`config.mk`:
```
export PLATFORM = sky130hd
export DESIGN_NAME = regfile_wb_arbiter_flat
export DESIGN_NICKNAME = d
export VERILOG_FILES = /design/src/rtl/regfile_pkg.sv /design/src/rtl/regfile_wb_arbiter_if.sv /design/src/rtl/rr_arbiter2.sv /design/src/rtl/regfile_wb_arbiter.sv /design/src/flat_wrapper.sv
export SDC_FILE = /design/constraint.sdc
export NUM_CORES = 1
export LEC_CHECK = 0
export BUFFER_PORTS_ARGS = -buffer_cell sky130_fd_sc_hd__buf_4
export CAP_MARGIN = 20
export CORE_UTILIZATION = 24
export CTS_CLUSTER_SIZE = 12
export DETAILED_ROUTE_END_ITERATION = 10
export HOLD_SLACK_MARGIN = 0.03
export PLACE_DENSITY = 0.45
export SYNTH_ARGS = -nofsm -noshare
export SYNTH_HDL_FRONTEND = slang
export SYNTH_HIERARCHICAL = 1
export SYNTH_SLANG_ARGS = --single-unit
```
`constraint.sdc`:
```
create_clock -name clk -period 2.12 [get_ports clk]
set_clock_uncertainty 0.15 [all_clocks]
set_input_delay 0.212 -clock clk [delete_from_list [all_inputs] [get_ports clk]]
set_output_delay 0.212 -clock clk [all_outputs]
set_load 0.1 [all_outputs]
```
`src/rtl/regfile_pkg.sv`:
```
// Shared definitions for the register-file writeback path.
//   REG_ADDR_W / XLEN : register address and data widths
//   wb_arb_state_t    : writeback arbiter states (sweep, then normal arbitration)
//   wb_req_t          : one writeback request (destination + data)
//   is_x0()           : true for the hardwired-zero register address
package regfile_pkg;

  localparam int REG_ADDR_W = 5;
  localparam int XLEN       = 32;

  typedef enum logic {
    WB_INIT = 1'b0,
    WB_RUN  = 1'b1
  } wb_arb_state_t;

  typedef struct packed {
    logic [REG_ADDR_W-1:0] addr;
    logic [XLEN-1:0]       data;
  } wb_req_t;

  function automatic logic is_x0(input logic [REG_ADDR_W-1:0] addr);
    return (addr == '0);
  endfunction

endpackage

```
`src/rtl/regfile_wb_arbiter_if.sv`:
```
// Writeback bus between the two requesters, the arbiter and the register
// file write port.
//   reqN_valid/addr/data : requester N write request (requester drives)
//   reqN_ready           : requester N accepted this cycle (arbiter drives)
//   init_done            : initialisation sweep finished
//   wr_ena/addr/data     : registered register-file write port
// Handshake: a write transfers in the cycle where valid && ready are both
// high. Once valid is raised, the requester holds valid, addr and data
// stable until it sees ready; ready may depend combinationally on valid.
// modport slave  : the arbiter side
// modport master : the requester / register-file side
interface regfile_wb_arbiter_if;
  import regfile_pkg::*;

  logic                  req0_valid;
  logic                  req0_ready;
  logic [REG_ADDR_W-1:0] req0_addr;
  logic [XLEN-1:0]       req0_data;

  logic                  req1_valid;
  logic                  req1_ready;
  logic [REG_ADDR_W-1:0] req1_addr;
  logic [XLEN-1:0]       req1_data;

  logic                  init_done;
  logic                  wr_ena;
  logic [REG_ADDR_W-1:0] wr_addr;
  logic [XLEN-1:0]       wr_data;

  modport slave (
    input  req0_valid, req0_addr, req0_data,
    input  req1_valid, req1_addr, req1_data,
    output req0_ready, req1_ready,
    output init_done, wr_ena, wr_addr, wr_data
  );

  modport master (
    output req0_valid, req0_addr, req0_data,
    output req1_valid, req1_addr, req1_data,
    input  req0_ready, req1_ready,
    input  init_done, wr_ena, wr_addr, wr_data
  );

endinterface

```
`src/rtl/rr_arbiter2.sv`:
```
// Two-way round-robin arbiter.
//   clk, rst_n   : clock, asynchronous active-low reset
//   i_req[1:0]   : request lines
//   i_accept     : grants may be issued this cycle (0 forces no grant)
//   o_grant[1:0] : one-hot grant (combinational), zero when nothing granted
//   o_last_grant : index of the most recently granted requester
// A lone requester always wins; on a tie the requester that did not win
// last time is granted. Reset leaves last_grant at 1 so requester 0 wins
// the first tie.
module rr_arbiter2 (
  input  logic       clk,
  input  logic       rst_n,
  input  logic [1:0] i_req,
  input  logic       i_accept,
  output logic [1:0] o_grant,
  output logic       o_last_grant
);

  logic       r_last_grant;
  logic [1:0] w_grant;

  always_comb begin
    w_grant = 2'b00;
    if (i_accept) begin
      case (i_req)
        2'b01:   w_grant = 2'b01;
        2'b10:   w_grant = 2'b10;
        2'b11:   w_grant = r_last_grant ? 2'b01 : 2'b10;
        default: w_grant = 2'b00;
      endcase
    end
  end

  always_ff @(posedge clk or negedge rst_n) begin
    if (!rst_n) begin
      r_last_grant <= 1'b1;
    end else if (|w_grant) begin
      r_last_grant <= w_grant[1];
    end
  end

  assign o_grant      = w_grant;
  assign o_last_grant = r_last_grant;

endmodule

```
`src/rtl/regfile_wb_arbiter.sv`:
```
// Owner of the register file's single write port.
// After reset it sweeps INIT_VALUE into x01..x31 (the register file has no
// reset), then round-robin arbitrates the ALU (req0) and load (req1)
// writeback requesters onto the port.
//   clk, rst_n        : clock, asynchronous active-low reset
//   bus (slave)       : requester handshakes, init_done, registered wr_* port
//   o_dbg_state       : current arbiter state
//   o_dbg_last_grant  : requester granted most recently
// Parameters:
//   INIT_ENABLE : 1 = run the sweep after reset, 0 = go straight to RUN
//   INIT_VALUE  : value written to x01..x31 by the sweep
module regfile_wb_arbiter
  import regfile_pkg::*;
#(
  parameter bit              INIT_ENABLE = 1'b1,
  parameter logic [XLEN-1:0] INIT_VALUE  = 32'd0
) (
  input  logic                clk,
  input  logic                rst_n,
  regfile_wb_arbiter_if.slave bus,
  output wb_arb_state_t       o_dbg_state,
  output logic                o_dbg_last_grant
);

  wb_arb_state_t         r_state;
  logic [REG_ADDR_W-1:0] r_init_cnt;
  logic                  r_init_done;
  logic                  r_wr_ena;
  logic [REG_ADDR_W-1:0] r_wr_addr;
  logic [XLEN-1:0]       r_wr_data;

  logic                  w_run;
  logic [1:0]            w_req;
  logic [1:0]            w_grant;
  logic                  w_accept;
  logic                  w_last_grant;
  wb_req_t               w_sel;

  assign w_run = (r_state == WB_RUN);
  assign w_req = {bus.req1_valid, bus.req0_valid};

  // Arbitration is only enabled in RUN, so ready stays low during the sweep
  // and a request raised early simply waits with valid held.
  rr_arbiter2 u_arb (
    .clk          (clk),
    .rst_n        (rst_n),
    .i_req        (w_req),
    .i_accept     (w_run),
    .o_grant      (w_grant),
    .o_last_grant (w_last_grant)
  );

  assign w_accept       = |w_grant;
  assign bus.req0_ready = w_grant[0];
  assign bus.req1_ready = w_grant[1];

  always_comb begin
    w_sel.addr = bus.req0_addr;
    w_sel.data = bus.req0_data;
    if (w_grant[1]) begin
      w_sel.addr = bus.req1_addr;
      w_sel.data = bus.req1_data;
    end
  end

  // The sweep counter starts at 1 and wraps to 0 after writing x31; the
  // wrapped value marks the end of the sweep, so x00 is never written.
  always_ff @(posedge clk or negedge rst_n) begin
    if (!rst_n) begin
      r_state     <= WB_INIT;
      r_init_cnt  <= REG_ADDR_W'(1);
      r_init_done <= 1'b0;
      r_wr_ena    <= 1'b0;
      r_wr_addr   <= '0;
      r_wr_data   <= '0;
    end else begin
      case (r_state)
        WB_INIT: begin
          if (!INIT_ENABLE || (r_init_cnt == '0)) begin
            r_wr_ena    <= 1'b0;
            r_init_done <= 1'b1;
            r_state     <= WB_RUN;
          end else begin
            r_wr_ena   <= 1'b1;
            r_wr_addr  <= r_init_cnt;
            r_wr_data  <= INIT_VALUE;
            r_init_cnt <= r_init_cnt + REG_ADDR_W'(1);
          end
        end
        WB_RUN: begin
          // A write to x0 is accepted but never reaches the port; address
          // and data hold whenever no write is issued.
          if (w_accept && !is_x0(w_sel.addr)) begin
            r_wr_ena  <= 1'b1;
            r_wr_addr <= w_sel.addr;
            r_wr_data <= w_sel.data;
          end else begin
            r_wr_ena  <= 1'b0;
          end
        end
        default: begin
          r_state  <= WB_INIT;
          r_wr_ena <= 1'b0;
        end
      endcase
    end
  end

  assign bus.init_done = r_init_done;
  assign bus.wr_ena    = r_wr_ena;
  assign bus.wr_addr   = r_wr_addr;
  assign bus.wr_data   = r_wr_data;

  assign o_dbg_state      = r_state;
  assign o_dbg_last_grant = w_last_grant;

endmodule
```
`src/flat_wrapper.sv`:
```
// flat-port wrapper written by rule: the top's interface ports become plain ports
module regfile_wb_arbiter_flat import regfile_pkg::*;
#(
  parameter bit              INIT_ENABLE = 1'b1,
  parameter logic [XLEN-1:0] INIT_VALUE  = 32'd0
)
  (clk, rst_n, o_dbg_state, o_dbg_last_grant, bus_req0_valid, bus_req0_addr, bus_req0_data, bus_req1_valid, bus_req1_addr, bus_req1_data, bus_req0_ready, bus_req1_ready, bus_init_done, bus_wr_ena, bus_wr_addr, bus_wr_data);
  regfile_wb_arbiter_if bus_i ();
  input  logic clk;
  input  logic rst_n;
  output wb_arb_state_t o_dbg_state;
  output logic o_dbg_last_grant;
  input wire logic [$bits(bus_i.req0_valid)-1:0] bus_req0_valid;
  input wire logic [$bits(bus_i.req0_addr)-1:0] bus_req0_addr;
  input wire logic [$bits(bus_i.req0_data)-1:0] bus_req0_data;
  input wire logic [$bits(bus_i.req1_valid)-1:0] bus_req1_valid;
  input wire logic [$bits(bus_i.req1_addr)-1:0] bus_req1_addr;
  input wire logic [$bits(bus_i.req1_data)-1:0] bus_req1_data;
  output wire logic [$bits(bus_i.req0_ready)-1:0] bus_req0_ready;
  output wire logic [$bits(bus_i.req1_ready)-1:0] bus_req1_ready;
  output wire logic [$bits(bus_i.init_done)-1:0] bus_init_done;
  output wire logic [$bits(bus_i.wr_ena)-1:0] bus_wr_ena;
  output wire logic [$bits(bus_i.wr_addr)-1:0] bus_wr_addr;
  output wire logic [$bits(bus_i.wr_data)-1:0] bus_wr_data;
  assign bus_i.req0_valid = bus_req0_valid;
  assign bus_i.req0_addr = bus_req0_addr;
  assign bus_i.req0_data = bus_req0_data;
  assign bus_i.req1_valid = bus_req1_valid;
  assign bus_i.req1_addr = bus_req1_addr;
  assign bus_i.req1_data = bus_req1_data;
  assign bus_req0_ready = bus_i.req0_ready;
  assign bus_req1_ready = bus_i.req1_ready;
  assign bus_init_done = bus_i.init_done;
  assign bus_wr_ena = bus_i.wr_ena;
  assign bus_wr_addr = bus_i.wr_addr;
  assign bus_wr_data = bus_i.wr_data;
  regfile_wb_arbiter #(.INIT_ENABLE(INIT_ENABLE), .INIT_VALUE(INIT_VALUE)) u_core (.clk(clk), .rst_n(rst_n), .bus(bus_i), .o_dbg_state(o_dbg_state), .o_dbg_last_grant(o_dbg_last_grant));
endmodule
```
# Word-level counts from Yosys, hierarchy flattened
# Index checks and enable logic that the tools add are counted.
# word_totals
register_bits	46
out_inout_bits	43
wordCells	38
input_bits	78
# op_classes
n_reduce_logical	8
mux	15
bitwise_logic	2
eq_ne	5
add_sub_neg	1
# ops
operator	count
$mux 32	2
$pmux 32 s2	1
$mux 37	1
$logic_not 5->1	2
$mux 5	2
$pmux 5 s2	1
$pmux 2 s3	1
$reduce_and 2->1	3
$add 5x1->5 const B	1
$eq 2x2->1 const B	2
$mux 1	4
$mux 2	2
$ne 2x2->1 const B	2
$eq 2x1->1 const B	1
$not 1->1	2
$pmux 1 s2	1
$reduce_or 2->1	1
$logic_and 1x1->1	1
$logic_not 1->1	1

# Logic depth before layout (Yosys ltp)
# Gate-level depths: netlist of the first run.
# depth
ltp_word	9
ltp_mapped	9
mapped_depth_nobuf	7

# Modules after synthesis
# The synthesis of the first run kept the hierarchy.
# modules_own_cells
module	n_inst	area_each_um2	cells_each	seq_area_each_um2
regfile_wb_arbiter	1	2341.0	211	1127.3
rr_arbiter2	1	62.6	8	26.3

# Worst setup path after synthesis of the first run
# No wires, ideal clock.
# synth_timing
path_kind	register to register
startpoint	register u_core.r_state (netlist: u_core/o_dbg_state)
endpoint	register u_core.r_wr_data[0] (netlist: u_core/bus.wr_data[0])
period_less_slack_ps	4210
n_path_buf	3
path_stages_with_launch	10
setup_slack_ps	-2090
setup_ps	126
t_arrival_ps	3934
required_time_ps	1844
cell_sequence	dfrtp_1 nand2_1 a21oi_1 buf_2 nor4b_1 nor2_1 o21a_1 buf_6 buf_6 mux2i_1
# synth_via
elab_chain_cells	7
word_cells_on_any_way	12
cone_classes	eq/ne: 2; mux: 4; bitwise: 1; reduce/logical: 5
# synth_lines
item	line	source
start, declared	regfile_wb_arbiter.sv:25	wb_arb_state_t r_state;
start signal, assigned	regfile_wb_arbiter.sv:70	r_state <= WB_INIT;
start signal, assigned	regfile_wb_arbiter.sv:82	r_state <= WB_RUN;
start signal, assigned	regfile_wb_arbiter.sv:102	r_state <= WB_INIT;
$mux 2 *	rr_arbiter2.sv:24	if (i_accept) begin
named net bus_req1_ready	flat_wrapper.sv:20	output wire logic [$bits(bus_i.req1_ready)-1:0] bus_req1_ready;
$mux 37	regfile_wb_arbiter.sv:60	if (w_grant[1]) begin
$logic_not 5->1	regfile_pkg.sv:22	return (addr == '0);
$logic_not 1->1	regfile_wb_arbiter.sv:93	if (w_accept && !is_x0(w_sel.addr)) begin
$logic_and 1x1->1	regfile_wb_arbiter.sv:93	
$ne 2x2->1 (no source line)	--	
$reduce_and 2->1 (no source line)	--	
end signal, assigned	regfile_wb_arbiter.sv:96	r_wr_data <= w_sel.data;
end, declared	regfile_wb_arbiter.sv:30	logic [XLEN-1:0] r_wr_data;
# Mark *: on every way through the listed nets, which the timed path passes. The rest lies on a longest branch. The select of a mux whose other input is x is not followed.
# A chain may end at the register's enable or synchronous reset.

# Worst setup path in the final report of the first run
# layout_timing
startpoint	register u_core.r_state (netlist: u_core/o_dbg_state)
endpoint	output port bus_req1_ready
# layout_via
elab_chain_cells	1
# layout_lines
item	line
$mux 2	rr_arbiter2.sv:24
end, declared	flat_wrapper.sv:20
# Every way passes these cells.

==> key figures, run 1 <==
Floorplanning
  – Core Region: around 9700 um^2
  – Die H: 102 um
  – Die X: around 100 um
  – Io pins: about 120
  – Site row count: 36
  – Initial core utilization: between 20% and 30%
  – Die area: about 10000 um^2

Setup path
  – R2r worst-path depth: 7
  – FF-to-FF setup slack: about 0.2 ns
  – Worst r2r dst: u_core/bus.wr_data[17]
  – Critical Path RT: around 1.8 ns
  – CP top delay family: buffers and inverters
  – Element type at the critical path end: primary output
  – Reg-to-Reg Start: u_core/u_arb/o_last_grant
  – Worst EP arrival: approximately 1.6 ns
  – CP cell instances: nand2_4 -> a21oi_4 -> buf_12 -> buf_6
  – Worst Path Max Fanout: 33
  – CP Buf/Inv Count: 2
  – Crit path max-delay cell type: dfrtp_4
  – Crit Path Category: reg -> out
  – Crit path from: u_core/o_dbg_state
  – Crit start category: flop
  – Crit-path max cell delay: about 0.45 ns

Placed design
  – Detailed Place HPWL: between 4 and 5 mm
  – DP Worst Slack: 0.191 ns
  – DP Cell Count: approximately 470
  – Placed cell area: approximately 3500 um^2
  – Gpl congestion: 0.744
  – Number of I/O port buffers: 120

Timing
  – Setup TNS Final: 0 ns
  – Final Worst Setup Slack: between 0.15 and 0.2 ns
  – RSZ-0062 raised after global routing: false
  – Tmin final: 1.97 ns
  – # setup viols final: 0
  – Slew headroom: around three fifths
  – Fmax: 0.508 GHz
  – Slew @ Worst Pin: around 0.6 ns
  – Final Slew Violations: 0
  – Final critical-path share of the clock period: between 90% and 100%
  – Final Hold Viols: 0

Detailed routing
  – Routed Antenna Nets: 0
  – Vias per Instance: roughly 4.2
  – DRT Wirelength: around 6.4 mm
  – DR iter-0 viols: 74
  – Number of iterations in the first detailed-routing pass: 4
  – Vias: roughly 2000
  – Routed len/inst: ~13 um
  – DRC viols: 0

Logic synthesis
  – EDFF count, synth: 0
  – Seq/Total Area, Yosys: ~48%
  – Synth top area share: between 40% and 50%
  – Post-synth top cells: mux2i_1 (69), dfrtp_1 (44), nand2_1 (43), buf_2 (8), nor2_1 (8)
  – Cells after synthesis: roughly 220
  – Syn Std Cell Area: between 2000 and 2500 um^2
  – Ys Warns: 6
  – Post-Syn Nets: roughly 300
  – Leading area contributor after synthesis: dfrtp_1
  – Seq cells post-synth: 46
  – Top-count cell post-synth: mux2i_1
  – Post-synth ARST share: 100%
  – Largest cells by area after synthesis: dfrtp_1 (46%), mux2i_1 (29%), nand2_1 (6.7%)
  – Ys flop type: dfrtp_1
  – Synthesized area per cell: about 11 um^2
  – Netlist cell types: 30

Min path
  – Worst hold stages: 3
  – WHS Endpoint: u_core/bus.wr_data[31]
  – Hold_sp: bus_req0_data[31]
  – Hold Path Class: in -> reg

Run status
  – Outcome: complete, no violations

Cells and area
  – Area Overhead vs Synth: 51.7%
  – Share of layout cells above drive strength 1: a little over two fifths
  – Post-route insts no fill: roughly 480
  – Post-Layout Inst Area: 3650 um^2
  – Fill cells: roughly 1000
  – Nets@finish: around 420
  – Inserted Diodes: 0

Clock network
  – Clk sink count: between 40 and 50
  – Skew-Pair Late Insertion Delay: between 0.2 and 0.3 ns
  – CTS tree: yes
  – Clock buffer depth: 2
  – Clk slew on worst S/H paths: 0.09 ns
  – Setup Fix Bufs, Post-CTS: 0
  – Root buf cell: clkbuf_8
  – CTS H-tree lvls: 2
  – Total CTS buffers: 5

Power
  – Peak supply drop: 0.000406 V
  – Static Leak: between 1.5 and 2 nW
  – Power Density: ~970 nW/um^2

Global route
  – Gr ovfl total: 0
  – Total track usage: 12.5%
  – Global-route wire length before repair: 10.1 mm
  – Largest net degree at the start of global routing: between 40 and 50
  – Initial antenna violation count: 0
  – Vias in the first global route: between 2000 and 2500

Flow run
  – Max cap viols: 0
-- worst min-delay path, stage by stage --
cell and delay, ns:
buf_4 0.07, mux2i_1 0.05, mux2i_1 0.12
-- final cells by class --
cell class / instances / area (um^2) / share of cell area [%]
tap: 133 / 166 / 4.56
clock inverter: 1 / 30.0 / 0.823
inverter: 5 / 18.8 / 0.515
timing repair buffer: 130 / 1020 / 28.0
multi-input combinational: 154 / 1170 / 32.1
clock buffer: 7 / 76.3 / 2.09
sequential: 46 / 1160 / 31.8
-- kinds of logic (layout without fill, tap and decap cells) --
logic type	after synthesis	count (layout)	synth area share [%]
buf+inv	19	143	4.79
compound gates	18	18	4.58
flops	46	46	48.0
xor+xnor	4	4	1.46
simple gates	60	60	10.9
fa+ha+maj	2	2	1.04
mux	70	70	29.2
-- sequential cells by signal (all words and copies together), names as in the netlist --
| name | count |
|---|---|
| u_core/bus.wr_data | 32 |
| u_core/r_init_cnt | 5 |
| u_core/u_arb/o_last_grant | 1 |
| u_core/bus.wr_ena | 1 |
| u_core/bus.wr_addr | 5 |
| u_core/o_dbg_state | 1 |
| u_core/bus.init_done | 1 |
-- per-layer routing --
layer / vias up / track usage, % / part of all wire [%]
li1: 996 / - / -
met1: 940 / 16.0 / 44
met2: 61 / 22.1 / 52
met3: 2 / 2.05 / 4.2
met4: 0 / 2.64 / 0.61
met5: - / 0 / 0
-- timing repair --
| action | CTS | global route |
|---|---|---|
| gates resized for setup | 0 | 1 |
| endpoints found under the hold margin | 44 | 1 |
| setup endpoints to repair | 0 | 2 |
| hold buffers | 1 | 1 |
-- metrics by stage --
step                      util (%)  hold WS, ns  total power [mW]
after CTS                     37.3       0.0330              3.59
after floorplan                  -       -0.234              2.48
after global routing          37.5       0.0615              3.71
after global placement        36.1        0.126              2.92
after detailed placement      36.1        0.119              2.93
final                         37.5       0.0572              3.55
-- cells in the final DEF (no fill, tap or decap), types with 2 or more instances in the layout --
cell,Yosys,routed
a21oi_1,5,3
buf_12,0,3
ha_1,2,2
clkbuf_8,0,5
inv_1,3,2
a21oi_4,0,2
dfrtp_1,44,43
buf_4,1,124
inv_2,2,3
nor4b_2,1,2
o22ai_1,4,4
clkbuf_1,1,2
xnor2_1,4,4
mux2i_1,69,69
nand2_1,43,42
dlygate4sd3_1,0,2
o21ai_0,4,4
nor2_1,8,8
nand3_1,2,2
-- worst max-delay path by stage --
stage                             end  slack, ns  depth (start not counted)
2_1_floorplan   u_core/bus.wr_data[0]      -0.45                          9
4_1_cts                bus_req1_ready       0.03                          3
3_3_place_gp    u_core/bus.wr_data[3]       0.20                          6
3_5_place_dp   u_core/bus.wr_data[17]       0.19                          6
5_1_grt        u_core/bus.wr_data[29]      0.006                          7
6_report               bus_req1_ready       0.15                          4
-- where the power goes --
| group | switching [mW] | internal (mW) |
|---|---|---|
| Clock | 0.290 | 0.353 |
| Sequential | 0.0800 | 1.02 |
| Combinational | 1.35 | 0.449 |
Power figures use the tool's default switching activity.
==> run 2, diff against run 1 <==
- CORE_MARGIN: unset -> 2
- PLACE_DENSITY: 0.45 -> 0.44
==> run 2 against run 1 <==
Effect of this change:
- via count rose by 2.7%
- cell count rose by 0.42%
- first-iteration DRC count rose by 58%
- count of clock-buffer cells in the layout did not move
- fmax fell by 2.0%
- combinational power barely moved
- sequential share of layout area barely moved
- register-to-register slack got worse by 0.07 ns
- die area rose by 4.0%
- sequential cell count did not move
- utilization fell by 0.051 points
- critical path type unchanged
==> key figures, run 2 (synthesized netlist as in run 1, its figures left out) <==
Run status
  – Outcome: complete, no violations (unchanged)

Setup path
  – Worst r2r dst: u_core/bus.wr_addr[0] (was u_core/bus.wr_data[17])
  – Crit path max-delay cell type: dfstp_4 (was dfrtp_4)
  – Critical Path RT: 1.76 ns (about the same)
  – Element type at the critical path end: primary output (unchanged)
  – FF-to-FF setup slack: 0.13 ns (was 0.20 ns)
  – Worst Path Max Fanout: 23 (was 33)
  – Reg-to-Reg Start: u_core/u_arb/o_last_grant (unchanged)
  – R2r worst-path depth: 6 (was 7)
  – Crit-path max cell delay: 0.49 ns (was 0.45 ns)
  – Crit start category: flop (unchanged)
  – CP cell instances: a21oi_4 -> buf_8 -> buf_6 (was nand2_4 -> a21oi_4 -> buf_12 -> buf_6)
  – Worst EP arrival: 1.65 ns (was 1.61 ns)
  – Crit Path Category: reg -> out (unchanged)

Global route
  – Vias in the first global route: 2111 (was 2008)
  – Total track usage: 12.6% (was 12.5%)
  – Initial antenna violation count: 0 (unchanged)
  – Gr ovfl total: 0 (unchanged)
  – Largest net degree at the start of global routing: 47 (unchanged)
  – Global-route wire length before repair: 11.0 mm (was 10.1 mm)

Timing
  – RSZ-0062 raised after global routing: false (unchanged)
  – Final Hold Viols: 0 (unchanged)
  – Fmax: 0.498 GHz (was 0.508 GHz)
  – Tmin final: 2.01 ns (was 1.97 ns)
  – # setup viols final: 0 (unchanged)
  – Slew @ Worst Pin: 0.607 ns (was 0.601 ns)
  – Slew headroom: 59.5% (was 59.9%)
  – Final Worst Setup Slack: 0.113 ns (was 0.153 ns)
  – Final Slew Violations: 0 (unchanged)
  – Final critical-path share of the clock period: 94.7% (was 92.8%)

Clock network
  – Clk slew on worst S/H paths: 0.08 ns (was 0.09 ns)
  – Setup Fix Bufs, Post-CTS: 0 (unchanged)
  – Total CTS buffers: 5 (unchanged)
  – CTS H-tree lvls: 2 (unchanged)
  – Skew-Pair Late Insertion Delay: 0.29 ns (about the same)
  – Clock buffer depth: 2 (unchanged)
  – Root buf cell: clkbuf_8 (unchanged)
  – CTS tree: yes (unchanged)
  – Clk sink count: 46 (unchanged)

Placed design
  – DP Worst Slack: 0.167 ns (was 0.191 ns)
  – Number of I/O port buffers: 120 (unchanged)
  – Placed cell area: 3520 um^2 (about the same)
  – DP Cell Count: 468 (was 466)
  – Gpl congestion: 0.729 (was 0.744)
  – Detailed Place HPWL: 5.10 mm (was 4.77 mm)

Cells and area
  – Post-route insts no fill: 478 (was 476)
  – Nets@finish: 424 (was 422)
  – Area Overhead vs Synth: 51.5% (was 51.7%)
  – Commonest non-fill, non-tap cell in the layout: buf_4 (unchanged)
  – Largest register FFs: 32 (unchanged)
  – Inserted Diodes: 0 (unchanged)
  – Final Util: 37.4% (was 37.5%)
  – Most frequent cells in the layout: buf_4 (126), mux2i_1 (69), dfrtp_1 (43), nand2_1 (42), nor2_1 (8) (was buf_4 (124), mux2i_1 (69), dfrtp_1 (43), nand2_1 (42), nor2_1 (8))
  – Share of layout cells above drive strength 1: 44.1% (was 43.4%)
  – Post-Layout Inst Area: 3640 um^2 (was 3650 um^2)

Floorplanning
  – Die X: 104 um (was 102 um)
  – Die H: 104 um (was 102 um)
  – Io pins: 121 (unchanged)
  – Initial core utilization: 24.7% (unchanged)
  – Site row count: 36 (unchanged)
  – Core Region: 9730 um^2 (unchanged)
  – Die area: 10800 um^2 (was 10400 um^2)

Power
  – Power Density: 949 nW/um^2 (was 972 nW/um^2)
  – Psw: 1.73 mW (was 1.72 mW)
  – Peak supply drop: 0.000385 V (was 0.000406 V)
  – Power Total: 3.46 mW (was 3.55 mW)
  – Proportion of power drawn by the clock network: 16.2% (was 18.2%)
  – Combinational Power Share: 52.2% (was 50.9%)
  – Static Leak: 1.90 nW (about the same)
  – Switch share: 49.9% (was 48.7%)
  – Sequential power share: 31.6% (was 31.0%)
  – P_int: 1.73 mW (was 1.82 mW)

Detailed routing
  – DRC viols: 0 (unchanged)
  – DR iter-0 viols: 117 (was 74)
  – DRT Wirelength: 6.63 mm (was 6.42 mm)
  – Vias per Instance: 4.29 (was 4.20)
  – Routed Antenna Nets: 0 (unchanged)
  – Number of iterations in the first detailed-routing pass: 4 (unchanged)
  – Vias: 2053 (was 1999)
  – Routed len/inst: 13.9 um (was 13.5 um)

Min path
  – Worst hold stages: 3 (unchanged)
  – WHS Endpoint: u_core/bus.wr_data[23] (was u_core/bus.wr_data[31])
  – Hold Path Class: in -> reg (unchanged)
  – Hold_sp: bus_req0_data[23] (was bus_req0_data[31])

Flow run
  – Max cap viols: 0 (unchanged)
run 2: worst max-delay path, delay by kind of cell (launching register included):
kind            cells  cell delay, ns
buf+inv             2            0.54
compound gates      1            0.31
flops               1            0.49
run 2: power by group through the flow:
stage               Clock, mW  Combinational, mW  Sequential [mW]
finish                  0.560               1.80             1.09
global route            0.634               1.88             1.12
CTS                     0.597               1.82             1.10
detailed placement          0               1.82             1.11
global placement            0               1.81             1.11
floorplan                   0              0.353             2.12
run 2: per-layer routing:
layer / wire, um / GRT usage [%] / vias up
met5: 0 / 0 / -
met4: 61 / 3.19 / 0
met3: 347 / 3.01 / 5
met2: 3310 / 21.4 / 62
met1: 2920 / 16.0 / 987
li1: - / - / 999
run 2: worst max path at each step:
stage / startpoint / endpoint / slack [ns] / depth (start not counted)
after floorplan: u_core/o_dbg_state / u_core/bus.wr_data[0] / -0.45 / 9
after global placement: u_core/u_arb/o_last_grant / u_core/bus.wr_data[6] / 0.20 / 6
after detailed placement: u_core/u_arb/o_last_grant / u_core/bus.wr_data[5] / 0.17 / 6
after CTS: u_core/u_arb/o_last_grant / bus_req1_ready / 0.04 / 3
after global routing: u_core/u_arb/o_last_grant / u_core/bus.wr_addr[0] / 0.004 / 6
final: u_core/u_arb/o_last_grant / bus_req1_ready / 0.11 / 3
run 2: repair_timing:
action                                 4_1_cts  5_1_grt
setup endpoints to repair                    1        1
gates cloned                                 0        0
resized for setup                            2        1
hold buffers                                 2        0
endpoints found under the hold margin       45        0
run 2: final cells by class:
cell class	count	area, um^2
Clock buffer	7	86.3
Timing Repair Buffer	132	1030
Fill cell	1039	6090
Inverter	5	18.8
Sequential cell	46	1160
Tap cell	133	166
Multi-Input combinational cell	154	1170
Clock inverter	1	5.00
run 2: through the flow:
step                      setup TNS (ns)  hold WS, ns
final                                  0       0.0599
after global routing                   0       0.0576
after CTS                              0       0.0490
after detailed placement               0        0.126
after global placement                 0        0.121
after floorplan                   -15.73       -0.234
==> run 3, diff against run 2 <==
- CELL_PAD_IN_SITES_DETAIL_PLACEMENT: unset -> 0
- CELL_PAD_IN_SITES_GLOBAL_PLACEMENT: unset -> 1
- PLACE_DENSITY: 0.44 -> 0.56
==> run 3 against run 2 <==
Effect of this change:
- combinational power about the same
- final area decreased by 0.62%
- critical endpoint unchanged
- setup slack gained 0.022 ns
- sequential share of layout area is 0.20 points higher
- cell count down 0.63%
- non-clock buffer count shrank 3
- count of clock-buffer cells in the layout is 1 lower
- wire length grew 2.4%
- sequential power barely moved
==> key figures, run 3 (synthesized netlist as in run 1, its figures left out) <==
Clock network
  – Total CTS buffers: 5 (unchanged)
  – Clock buffer depth: 2 (unchanged)
  – CTS H-tree lvls: 2 (unchanged)
  – Root buf cell: clkbuf_8 (unchanged)
  – Clk slew on worst S/H paths: 0.09 ns (was 0.08 ns)
  – Clk sink count: 46 (unchanged)
  – CTS tree: yes (unchanged)
  – Skew-Pair Late Insertion Delay: 0.29 ns (about the same)

Setup path
  – Worst EP arrival: 1.62 ns (was 1.65 ns)
  – Crit start category: flop (unchanged)
  – Worst Path Max Fanout: 23 (unchanged)
  – Crit Path Category: reg -> out (unchanged)
  – Element type at the critical path end: primary output (unchanged)
  – Critical Path RT: 1.76 ns (about the same)

Global route
  – GR Layer Usage met3: 3.88% (was 3.01%)
  – Total track usage: 13.0% (was 12.6%)
  – Vias in the first global route: 2131 (was 2111)
  – Global-route wire length before repair: 11.2 mm (was 11.0 mm)
  – Met2 usage: 20.5% (was 21.4%)
  – Largest net degree at the start of global routing: 47 (unchanged)
  – Initial antenna violation count: 0 (unchanged)
  – Global routing's busiest layer: met2 (unchanged)
  – GR Layer Usage met1: 17.5% (was 16.0%)
  – Gr ovfl total: 0 (unchanged)

Detailed routing
  – Vias: 2036 (was 2053)
  – DRT Wirelength: 6.79 mm (was 6.63 mm)
  – DR iter-0 viols: 77 (was 117)
  – Vias per Instance: 4.29 (about the same)
  – DRC viols: 0 (unchanged)
  – Routed len/inst: 14.3 um (was 13.9 um)
  – Number of iterations in the first detailed-routing pass: 4 (unchanged)
  – Routed Antenna Nets: 0 (unchanged)

Cells and area
  – Area Overhead vs Synth: 50.6% (was 51.5%)
  – Largest register FFs: 32 (unchanged)
  – Commonest non-fill, non-tap cell in the layout: buf_4 (unchanged)
  – Share of layout cells above drive strength 1: 43.9% (was 44.1%)
  – Inserted Diodes: 0 (unchanged)
  – Most frequent cells in the layout: buf_4 (123), mux2i_1 (69), dfrtp_1 (43), nand2_1 (42), nor2_1 (8) (was buf_4 (126), mux2i_1 (69), dfrtp_1 (43), nand2_1 (42), nor2_1 (8))
  – Fill cells: 1003 (was 1039)
  – Nets@finish: 421 (was 424)
  – Post-Layout Inst Area: 3620 um^2 (was 3640 um^2)

Floorplanning
  – Initial core utilization: 24.7% (unchanged)
  – Io pins: 121 (unchanged)
  – Die X: 104 um (unchanged)
  – Site row count: 36 (unchanged)
  – Die area: 10800 um^2 (unchanged)
  – Core Region: 9730 um^2 (unchanged)
  – Die H: 104 um (unchanged)

Timing
  – Tmin final: 1.99 ns (was 2.01 ns)
  – # setup viols final: 0 (unchanged)
  – Final Hold Viols: 0 (unchanged)
  – Final critical-path share of the clock period: 93.6% (was 94.7%)
  – RSZ-0062 raised after global routing: false (unchanged)
  – Fmax: 0.504 GHz (was 0.498 GHz)
  – Final Slew Violations: 0 (unchanged)
  – Slew headroom: 59.3% (was 59.5%)
  – Slew @ Worst Pin: 0.611 ns (was 0.607 ns)
  – Final Worst Setup Slack: 0.135 ns (was 0.113 ns)

Power
  – Static Leak: 1.88 nW (was 1.90 nW)
  – Power Density: 955 nW/um^2 (was 949 nW/um^2)
  – Peak supply drop: 0.000310 V (was 0.000385 V)
  – Power Total: 3.46 mW (about the same)

Placed design
  – Placed cell area: 3500 um^2 (was 3520 um^2)
  – DP Worst Slack: 0.178 ns (was 0.167 ns)
  – Gpl congestion: 0.758 (was 0.729)
  – Number of I/O port buffers: 120 (unchanged)
  – Detailed Place HPWL: 5.03 mm (was 5.10 mm)

Flow run
  – Max cap viols: 0 (unchanged)

Run status
  – Outcome: complete, no violations (unchanged)

Min path
  – Hold Path Class: in -> reg (unchanged)
-- run 3: cell count changes in the layout (fill, tap and decap cells not counted), sizes merged --
cell,previous run,this run
clkinvlp,0,1
buf,130,127
clkbuf,7,6
-- run 3: layout make-up --
cell class                 count  area, um^2  area share, %
sequential                    46        1160           32.1
inverter                       5        18.8          0.518
timing repair buffer         129        1010           27.8
multi-input combinational    154        1170           32.4
clock inverter                 2        12.5          0.346
clock buffer                   6        82.6           2.28
tap                          133         166           4.60
-- run 3: power breakdown --
part	internal [mW]	total [mW]	switching (mW)
Sequential	1.02	1.09	0.0751
Combinational	0.444	1.80	1.36
Clock	0.262	0.559	0.296
Total	1.72	3.46	1.73
-- run 3: path summary, 6_finish.rpt --
kind                       slack, ns                      to  cells past startpoint                       from
max                             0.13          bus_req1_ready                      3  u_core/u_arb/o_last_grant
min                             0.05   u_core/bus.wr_data[9]                      3           bus_req0_data[9]
max reg2reg                     0.18   u_core/bus.wr_addr[1]                      6  u_core/u_arb/o_last_grant
min reg2reg                     0.33    u_core/bus.init_done                      1       u_core/bus.init_done
max in group asynchronous       1.02      u_core/o_dbg_state                      2                      rst_n
min in group asynchronous       0.32  u_core/bus.wr_data[25]                      2                      rst_n
-- run 3: repair_timing --
action	4_1_cts	5_1_grt
endpoints found under the hold margin	45	0
buffers inserted	0	0
gates resized for setup	1	1
setup endpoints to repair	1	1
hold buffers	2	0
-- run 3: layer usage --
metal,part of all wire (%),routed length (um)
met1,46,3140
met2,47,3200
met3,6.0,407
met4,0.56,38
met5,0,0
-- run 3: per-stage QoR --
step	utilization [%]	setup TNS, ns	hold slack (ns)	std cells
after global routing	37.2	0	0.0374	475
after global placement	35.9	0	0.126	465
after CTS	37.2	0	0.0439	475
final	37.2	0	0.0491	475
after detailed placement	35.9	0	0.119	465
after floorplan	-	-15.73	-0.234	219
-- run 3: critical path, stage by stage, from the launching register on --
cell and delay (ns):
dfstp_4 0.50, a21oi_4 0.24, buf_6 0.31, buf_6 0.27
